[config.mk]
export PLATFORM = sky130hd
export DESIGN_NAME = order_matcher_flat
export DESIGN_NICKNAME = d
export VERILOG_FILES = /design/src/rtl/order_matcher_pkg.sv /design/src/rtl/order_matcher_if.sv /design/src/rtl/order_matcher_book_level.sv /design/src/rtl/order_matcher.sv /design/src/flat_wrapper.sv
export SDC_FILE = /design/constraint.sdc
export NUM_CORES = 1
export LEC_CHECK = 0
export ABC_AREA = 1
export BUFFER_PORTS_ARGS = -buffer_cell sky130_fd_sc_hd__buf_2
export CORE_MARGIN = 1
export CORE_UTILIZATION = 55
export DETAILED_ROUTE_END_ITERATION = 7
export PLACE_DENSITY = 0.85
export SYNTH_ARGS = -nofsm -noshare
export SYNTH_HDL_FRONTEND = slang
export SYNTH_SLANG_ARGS = --single-unit
[constraint.sdc]
create_clock -name clk -period 11.3 [get_ports clk]
set_input_delay 2.26 -clock clk [delete_from_list [all_inputs] [get_ports clk]]
set_output_delay 2.26 -clock clk [all_outputs]
set_load 0.005 [all_outputs]
[src/rtl/order_matcher_pkg.sv]
// Shared types and constants for the top-of-book order matcher.
package order_matcher_pkg;

    localparam int PRICE_W = 8;
    localparam int QTY_W   = 8;

    // An empty ask parks at the highest price and an empty bid at the lowest,
    // so an empty level can never look like a crossing price.
    localparam logic [PRICE_W-1:0] PRICE_EMPTY_ASK = '1;
    localparam logic [PRICE_W-1:0] PRICE_EMPTY_BID = '0;

    localparam logic SIDE_BUY  = 1'b0;
    localparam logic SIDE_SELL = 1'b1;

    typedef enum logic [1:0] {
        OFF  = 2'd0,
        IDLE = 2'd1,
        EVAL = 2'd2
    } state_t;

    typedef enum logic [2:0] {
        LVL_HOLD    = 3'd0,
        LVL_REPLACE = 3'd1,
        LVL_ADD     = 3'd2,
        LVL_DEC     = 3'd3,
        LVL_CLEAR   = 3'd4
    } lvl_op_t;

    function automatic logic [QTY_W-1:0] sat_add(input logic [QTY_W-1:0] a,
                                                 input logic [QTY_W-1:0] b);
        logic [QTY_W:0] sum;
        sum = {1'b0, a} + {1'b0, b};
        return sum[QTY_W] ? {QTY_W{1'b1}} : sum[QTY_W-1:0];
    endfunction

endpackage

[src/rtl/order_matcher_if.sv]
// Order-entry handshake and match/book output bundle of the order matcher.
interface order_matcher_if;
    import order_matcher_pkg::*;

    logic               order_valid;
    logic               order_ready;
    logic               order_side;
    logic [PRICE_W-1:0] order_price;
    logic [QTY_W-1:0]   order_qty;

    logic               match_signal;
    logic [PRICE_W-1:0] buy_price;
    logic [PRICE_W-1:0] sell_price;
    logic [PRICE_W-1:0] trade_price;
    logic [QTY_W-1:0]   trade_qty;

    modport master (
        output order_valid, order_side, order_price, order_qty,
        input  order_ready, match_signal, buy_price, sell_price, trade_price, trade_qty
    );

    modport slave (
        input  order_valid, order_side, order_price, order_qty,
        output order_ready, match_signal, buy_price, sell_price, trade_price, trade_qty
    );

endinterface

[src/rtl/order_matcher_book_level.sv]
// One resting price level (price + quantity) for one side of the book.
// EMPTY_PRICE is the sentinel shown while the level holds nothing.
module book_level
    import order_matcher_pkg::*;
#(
    parameter logic [PRICE_W-1:0] EMPTY_PRICE = '0
) (
    input  logic               clk,
    input  logic               rst_n,
    input  lvl_op_t            op_i,
    input  logic [PRICE_W-1:0] price_i,
    input  logic [QTY_W-1:0]   qty_i,
    output logic [PRICE_W-1:0] price_o,
    output logic [QTY_W-1:0]   qty_o,
    output logic               empty_o
);

    logic [PRICE_W-1:0] price_q, price_d;
    logic [QTY_W-1:0]   qty_q, qty_d;

    // Next level contents for the requested operation.
    always_comb begin
        price_d = price_q;
        qty_d   = qty_q;
        case (op_i)
            LVL_REPLACE: begin
                price_d = price_i;
                qty_d   = qty_i;
            end
            LVL_ADD: qty_d = sat_add(qty_q, qty_i);
            LVL_DEC: begin
                if (qty_i >= qty_q) begin
                    price_d = EMPTY_PRICE;
                    qty_d   = '0;
                end else begin
                    qty_d = qty_q - qty_i;
                end
            end
            LVL_CLEAR: begin
                price_d = EMPTY_PRICE;
                qty_d   = '0;
            end
            default: ;
        endcase
    end

    // Level storage; reset leaves the side empty.
    always_ff @(posedge clk or negedge rst_n) begin
        if (!rst_n) begin
            price_q <= EMPTY_PRICE;
            qty_q   <= '0;
        end else begin
            price_q <= price_d;
            qty_q   <= qty_d;
        end
    end

    assign price_o = price_q;
    assign qty_o   = qty_q;
    assign empty_o = (price_q == EMPTY_PRICE);

endmodule

[src/rtl/order_matcher.sv]
// Top-of-book order matcher: one bid level, one ask level, one match per order.
// Optional statistics counters are built when ORDER_MATCHER_STATS_EN is defined.
//
// state | meaning
// OFF   | session closed, orders refused, book_clear honoured
// IDLE  | session open, order_ready high
// EVAL  | latched order evaluated against the book, results registered
module order_matcher
    import order_matcher_pkg::*;
(
    input  logic           clk,
    input  logic           reset_n,
    input  logic           session_start,
    input  logic           session_halt,
    input  logic           book_clear,
    order_matcher_if.slave bus,
    output logic           enable_count,
    output logic [15:0]    trade_count,
    output logic [15:0]    reject_count
);

    state_t             state_q;
    logic               ready_q, enable_q, halt_pend_q;
    logic               ord_side_q;
    logic [PRICE_W-1:0] ord_price_q;
    logic [QTY_W-1:0]   ord_qty_q;
    logic               match_q;
    logic [PRICE_W-1:0] cross_buy_q, cross_sell_q, trade_price_q;
    logic [QTY_W-1:0]   trade_qty_q;

    logic [PRICE_W-1:0] bid_price, ask_price, rest_price;
    logic [QTY_W-1:0]   bid_qty, ask_qty, rest_qty, fill, residual;
    logic               bid_empty, ask_empty;
    logic               invalid, crosses, better, equal, own_empty;
    lvl_op_t            bid_op, ask_op;
    logic [QTY_W-1:0]   bid_op_qty, ask_op_qty;

    book_level #(.EMPTY_PRICE(PRICE_EMPTY_BID)) u_bid (
        .clk     (clk),
        .rst_n   (reset_n),
        .op_i    (bid_op),
        .price_i (ord_price_q),
        .qty_i   (bid_op_qty),
        .price_o (bid_price),
        .qty_o   (bid_qty),
        .empty_o (bid_empty)
    );

    book_level #(.EMPTY_PRICE(PRICE_EMPTY_ASK)) u_ask (
        .clk     (clk),
        .rst_n   (reset_n),
        .op_i    (ask_op),
        .price_i (ord_price_q),
        .qty_i   (ask_op_qty),
        .price_o (ask_price),
        .qty_o   (ask_qty),
        .empty_o (ask_empty)
    );

    // Match the latched order against the opposite level and decide where any residual rests.
    always_comb begin
        bid_op     = LVL_HOLD;
        ask_op     = LVL_HOLD;
        bid_op_qty = '0;
        ask_op_qty = '0;
        invalid    = (ord_price_q == PRICE_EMPTY_BID) || (ord_price_q == PRICE_EMPTY_ASK) ||
                     (ord_qty_q == '0);
        if (ord_side_q == SIDE_BUY) begin
            crosses    = !ask_empty && (ord_price_q >= ask_price);
            rest_price = ask_price;
            rest_qty   = ask_qty;
            own_empty  = bid_empty;
            better     = ord_price_q > bid_price;
            equal      = ord_price_q == bid_price;
        end else begin
            crosses    = !bid_empty && (ord_price_q <= bid_price);
            rest_price = bid_price;
            rest_qty   = bid_qty;
            own_empty  = ask_empty;
            better     = ord_price_q < ask_price;
            equal      = ord_price_q == ask_price;
        end
        crosses  = crosses && !invalid;
        fill     = crosses ? ((ord_qty_q < rest_qty) ? ord_qty_q : rest_qty) : '0;
        residual = ord_qty_q - fill;

        if (state_q == OFF && book_clear) begin
            bid_op = LVL_CLEAR;
            ask_op = LVL_CLEAR;
        end else if (state_q == EVAL && !invalid) begin
            if (crosses) begin
                if (ord_side_q == SIDE_BUY) begin
                    ask_op     = LVL_DEC;
                    ask_op_qty = fill;
                end else begin
                    bid_op     = LVL_DEC;
                    bid_op_qty = fill;
                end
            end
            if (residual != '0 && (own_empty || better || equal)) begin
                if (ord_side_q == SIDE_BUY) begin
                    bid_op     = (own_empty || better) ? LVL_REPLACE : LVL_ADD;
                    bid_op_qty = residual;
                end else begin
                    ask_op     = (own_empty || better) ? LVL_REPLACE : LVL_ADD;
                    ask_op_qty = residual;
                end
            end
        end
    end

    // Session FSM with order latch and registered match outputs.
    always_ff @(posedge clk or negedge reset_n) begin
        if (!reset_n) begin
            state_q       <= OFF;
            ready_q       <= 1'b0;
            enable_q      <= 1'b0;
            halt_pend_q   <= 1'b0;
            ord_side_q    <= SIDE_BUY;
            ord_price_q   <= '0;
            ord_qty_q     <= '0;
            match_q       <= 1'b0;
            cross_buy_q   <= PRICE_EMPTY_BID;
            cross_sell_q  <= PRICE_EMPTY_ASK;
            trade_price_q <= '0;
            trade_qty_q   <= '0;
        end else begin
            match_q <= 1'b0;
            case (state_q)
                OFF: begin
                    if (session_start && !session_halt) begin
                        state_q  <= IDLE;
                        ready_q  <= 1'b1;
                        enable_q <= 1'b1;
                    end
                end
                IDLE: begin
                    // An order offered alongside a halt was already handshaken,
                    // so it is evaluated and the halt is taken right after.
                    if (bus.order_valid) begin
                        state_q     <= EVAL;
                        ready_q     <= 1'b0;
                        halt_pend_q <= session_halt;
                        ord_side_q  <= bus.order_side;
                        ord_price_q <= bus.order_price;
                        ord_qty_q   <= bus.order_qty;
                    end else if (session_halt) begin
                        state_q  <= OFF;
                        ready_q  <= 1'b0;
                        enable_q <= 1'b0;
                    end
                end
                EVAL: begin
                    match_q     <= crosses;
                    halt_pend_q <= 1'b0;
                    if (crosses) begin
                        trade_price_q <= rest_price;
                        trade_qty_q   <= fill;
                        cross_buy_q   <= (ord_side_q == SIDE_BUY) ? ord_price_q : rest_price;
                        cross_sell_q  <= (ord_side_q == SIDE_BUY) ? rest_price : ord_price_q;
                    end
                    if (session_halt || halt_pend_q) begin
                        state_q  <= OFF;
                        ready_q  <= 1'b0;
                        enable_q <= 1'b0;
                    end else begin
                        state_q <= IDLE;
                        ready_q <= 1'b1;
                    end
                end
                default: begin
                    state_q  <= OFF;
                    ready_q  <= 1'b0;
                    enable_q <= 1'b0;
                end
            endcase
        end
    end

    assign bus.order_ready  = ready_q;
    assign bus.match_signal = match_q;
    assign bus.buy_price    = match_q ? cross_buy_q : bid_price;
    assign bus.sell_price   = match_q ? cross_sell_q : ask_price;
    assign bus.trade_price  = trade_price_q;
    assign bus.trade_qty    = trade_qty_q;
    assign enable_count     = enable_q;

`ifdef ORDER_MATCHER_STATS_EN
    logic [15:0] trade_cnt_q, reject_cnt_q;
    logic        reject_now;

    // An order is rejected when invalid or when its residual finds no place on its side.
    assign reject_now = (state_q == EVAL) &&
                        (invalid || (residual != '0 &&
                         (((ord_side_q == SIDE_BUY) ? bid_op : ask_op) == LVL_HOLD)));

    // Wrap-around trade and reject statistics.
    always_ff @(posedge clk or negedge reset_n) begin
        if (!reset_n) begin
            trade_cnt_q  <= '0;
            reject_cnt_q <= '0;
        end else begin
            if (state_q == EVAL && crosses) trade_cnt_q <= trade_cnt_q + 16'd1;
            if (reject_now) reject_cnt_q <= reject_cnt_q + 16'd1;
        end
    end

    assign trade_count  = trade_cnt_q;
    assign reject_count = reject_cnt_q;
`else
    assign trade_count  = '0;
    assign reject_count = '0;
`endif

endmodule
[src/flat_wrapper.sv]
// flat-port wrapper written by rule: the top's interface ports become plain ports
module order_matcher_flat import order_matcher_pkg::*;
  (clk, reset_n, session_start, session_halt, book_clear, enable_count, trade_count, reject_count, bus_order_valid, bus_order_side, bus_order_price, bus_order_qty, bus_order_ready, bus_match_signal, bus_buy_price, bus_sell_price, bus_trade_price, bus_trade_qty);
  order_matcher_if bus_i ();
  input  logic clk;
  input  logic reset_n;
  input  logic session_start;
  input  logic session_halt;
  input  logic book_clear;
  output logic enable_count;
  output logic [15:0] trade_count;
  output logic [15:0] reject_count;
  input wire logic [$bits(bus_i.order_valid)-1:0] bus_order_valid;
  input wire logic [$bits(bus_i.order_side)-1:0] bus_order_side;
  input wire logic [$bits(bus_i.order_price)-1:0] bus_order_price;
  input wire logic [$bits(bus_i.order_qty)-1:0] bus_order_qty;
  output wire logic [$bits(bus_i.order_ready)-1:0] bus_order_ready;
  output wire logic [$bits(bus_i.match_signal)-1:0] bus_match_signal;
  output wire logic [$bits(bus_i.buy_price)-1:0] bus_buy_price;
  output wire logic [$bits(bus_i.sell_price)-1:0] bus_sell_price;
  output wire logic [$bits(bus_i.trade_price)-1:0] bus_trade_price;
  output wire logic [$bits(bus_i.trade_qty)-1:0] bus_trade_qty;
  assign bus_i.order_valid = bus_order_valid;
  assign bus_i.order_side = bus_order_side;
  assign bus_i.order_price = bus_order_price;
  assign bus_i.order_qty = bus_order_qty;
  assign bus_order_ready = bus_i.order_ready;
  assign bus_match_signal = bus_i.match_signal;
  assign bus_buy_price = bus_i.buy_price;
  assign bus_sell_price = bus_i.sell_price;
  assign bus_trade_price = bus_i.trade_price;
  assign bus_trade_qty = bus_i.trade_qty;
  order_matcher u_core (.clk(clk), .reset_n(reset_n), .session_start(session_start), .session_halt(session_halt), .book_clear(book_clear), .bus(bus_i), .enable_count(enable_count), .trade_count(trade_count), .reject_count(reject_count));
endmodule
==> summary.md <==
| Metric | Value |
|---|---|
| Final antenna diode count | 0 |
| CTS sink cnt | a little under 90 |
| CP max FO | 30 |
| First DRT Iteration DRCs | 716 |
| Die height | between 100 and 150 µm |
| Final Critical Period | 7.60 ns |
| Mapped Area | 7260 µm² |
| Sequential share of the synthesized area | 30.3% |
| Final period utilization | 67.2% |
| DRC viols | 0 |
| Detailed placement HPWL | about 14,000 µm |
| Antenna Nets Post-Route | 0 |
| Setup TNS | 0 ns |
| Global placement routability congestion | slightly below 1 |
| Max-Cap Viols | 0 |
| First-pass GRT wire length | 30,600 µm |
| I/O Buffers | 57 |
| Post-synth top cells | nand2_1 (280), inv_1 (111), o21ai_0 (98) |
| Worst reg2reg path startpoint | u_core.ord_side_q$_DFFE_PN0P_ |
| Die width | 117 µm |
| Htree depth | 3 |
| Final number of hold-violating endpoints | 0 |
| Final Max Tran Viols | 0 |
| Via count | 6,758 |
| DR pass1 iterations | 5 |
| Final Util | 61.7% |
| Worst reg2reg setup slack | approximately 3.7 ns |
| Vias/cell | roughly 5.5 |
| Reg2Reg Depth | 43 |
| Type of origin of the critical path | flip-flop |
| Post-synth top area cell | dfrtp_1 |
| Crit. Startpoint | u_core.ord_side_q$_DFFE_PN0P_ |
| Status | completed |
| Critical path buffer and inverter count | 6 |
| Resized cells post-CTS | 0 |
| CP Capture Type | flip-flop |
| CP most frequent cell | nand2_1 |
| Crit. path cell count | 43 |
| Post-CTS setup buffers | 0 |
| Yosys cell types | 54 |
| RSZ-0062 raised after global routing | no |
| Synthesis Warnings | 0 |
| Maximum buffer depth of the clock tree | 2 |
| Synth async-reset ratio | 100% |
| Crit-path max cell delay | roughly 0.5 ns |
| Cell with the most instances after synthesis | nand2_1 |
| Slew @ Worst Pin | 0.904 ns |
| Total track usage | about 29% |
| Slowest CP cell | a21oi_2 |
| CP arrival | 7.86 ns |
| Layout area overhead | 8.08% |
| Final setup fails | 0 |
| EDFF count, synth | 0 |
| Critical R2R Capture | u_core.u_ask.price_o[3]$_DFFE_PN1P_ |
| Worst-path clk slew | 0.07 ns |
| CP Capture Point | u_core.u_ask.price_o[3]$_DFFE_PN1P_ |
| Total I/O pin count | 90 |
| Worst slew margin | 39.7% |
| CTS root buffer | clkbuf_16 |
| CTS tree | yes |
| GR Overflow Total | 0 |
| Worst EP required | about 12 ns |
| Total Wirelength | 18,400 µm |
| HP Class | flip-flop to flip-flop |
| Final Skew | between 0.01 and 0.015 ns |
| Post-synth top area share | roughly a quarter |
| Worst Path Class, Setup | flip-flop to flip-flop |
| Crit-path leading delay family | compound AO/OA/AOI/OAI gates |
| Fill cells | between 1,000 and 1,500 |
| Max Fclk | 132 MHz |
| Starting density of the core | 57.1% |
| Nets | between 1,000 and 1,500 |
| Die ar. | 13,700 µm² |
| Mean area per synthesized cell | approximately 7 µm² |
| Synth Register Bits | between 80 and 90 |
| Core area | 12,700 µm² |
| Fraction of layout instances using a drive strength above 1 | 14.8% |
| Worst-Skew Late Latency | 0.35 ns |
| FP Rows | 41 |
| Drt wl/cell | 14.9 µm |
| Largest net degree at the start of global routing | 55 |
| Synth Flop Type | dfrtp_1 |
| Vias in the first global route | 6,269 |
| Initial antenna violation count | 0 |
| Top post-synthesis cells by area | dfrtp_1 (24%), nand2_1 (14%), ha_1 (11%) |
| Hold_buf cts | 0 |
| Clock buffer count from CTS | 9 |
| Number of cells produced by synthesis | 1,009 |
## cell families after synthesis
| logic type | after synthesis | share of synthesized area, % |
|---|---|---|
| adder cells (fa/ha/maj) | 68 | 12.2 |
| buffers and inverters | 188 | 11.8 |
| other | 1 | 0.0517 |
| AO/OA/AOI/OAI | 206 | 16.5 |
| AND/OR/NAND/NOR | 441 | 27.0 |
| flip-flops | 87 | 30.3 |
| XOR/XNOR | 16 | 1.93 |
| multiplexers | 2 | 0.276 |
## tightest hold or removal path: stages, from the launching register on
cell	delay [ns]
dfstp_2	0.37
nand2_1	0.05
nand2_1	0.04
## cell usage in the layout, fill, tap and decap left out, types with 14 or more instances in the layout
cell type,instances
dfstp_2,16
inv_2,16
o21ai_0,98
buf_2,56
ha_1,63
nand2_1,280
nand3_1,52
xor2_1,14
a21oi_1,48
inv_1,111
dfrtp_1,71
nand4_1,14
conb_1,32
nor2_1,48
## how the worst min path moves through the flow
stage	startpoint	end	depth (start not counted)
floorplan	u_core.cross_buy_q[6]$_DFFE_PN0P_	u_core.cross_buy_q[6]$_DFFE_PN0P_	2
detailed placement	u_core.cross_sell_q[7]$_DFFE_PN1P_	u_core.cross_sell_q[7]$_DFFE_PN1P_	2
global placement	u_core.cross_sell_q[2]$_DFFE_PN1P_	u_core.cross_sell_q[2]$_DFFE_PN1P_	2
CTS	u_core.cross_sell_q[7]$_DFFE_PN1P_	u_core.cross_sell_q[7]$_DFFE_PN1P_	2
finish	u_core.cross_sell_q[5]$_DFFE_PN1P_	u_core.cross_sell_q[5]$_DFFE_PN1P_	2
global route	u_core.cross_sell_q[7]$_DFFE_PN1P_	u_core.cross_sell_q[7]$_DFFE_PN1P_	2
## metrics by stage
step	instances	hold slack [ns]	cell area, µm²	worst slack [ns]
6_report	1229	0.463	7850	3.70
5_1_grt	1229	0.479	7850	3.02
4_1_cts	1229	0.467	7850	3.93
3_5_place_dp	1213	0.456	7540	3.97
3_3_place_gp	1213	0.451	7540	4.05
2_1_floorplan	1040	0.442	7370	5.12
## area by class of cell
| type | count | area (µm²) | share of cell area, % |
|---|---|---|---|
| clock inverter | 5 | 66.3 | 0.845 |
| multi-input combinational | 765 | 4330 | 55.2 |
| sequential | 87 | 2200 | 28.0 |
| timing repair buffer | 60 | 310 | 3.96 |
| clock buffer | 11 | 243 | 3.09 |
| tap | 172 | 215 | 2.74 |
| inverter | 129 | 487 | 6.20 |
## metal layers
layer	part of all wire (%)	wire length (µm)	track usage, %	up-vias
met2	45	8300	45.8	307
met4	1.4	252	7.09	0
met1	45	8340	40.3	3106
met3	8.1	1480	5.97	30
li1	-	-	-	3315
met5	0	0	0	-
## sequential cells by signal, indices dropped and copies added (netlist names)
register and flops:
u_core.bus.trade_price 8, u_core.bus.trade_qty 8, u_core.cross_buy_q 8, u_core.cross_sell_q 8, u_core.ord_price_q 8, u_core.ord_qty_q 8, u_core.u_ask.price_o 8, u_core.u_ask.qty_o 8
u_core.u_bid.price_o 8, u_core.u_bid.qty_o 8, u_core.state_q 2, u_core.bus.match_signal 1, u_core.bus.order_ready 1, u_core.enable_count 1, u_core.halt_pend_q 1, u_core.ord_side_q 1
Power is not shown: default switching activity piles up to over one toggle a cycle in this logic, so the estimate is an artifact.
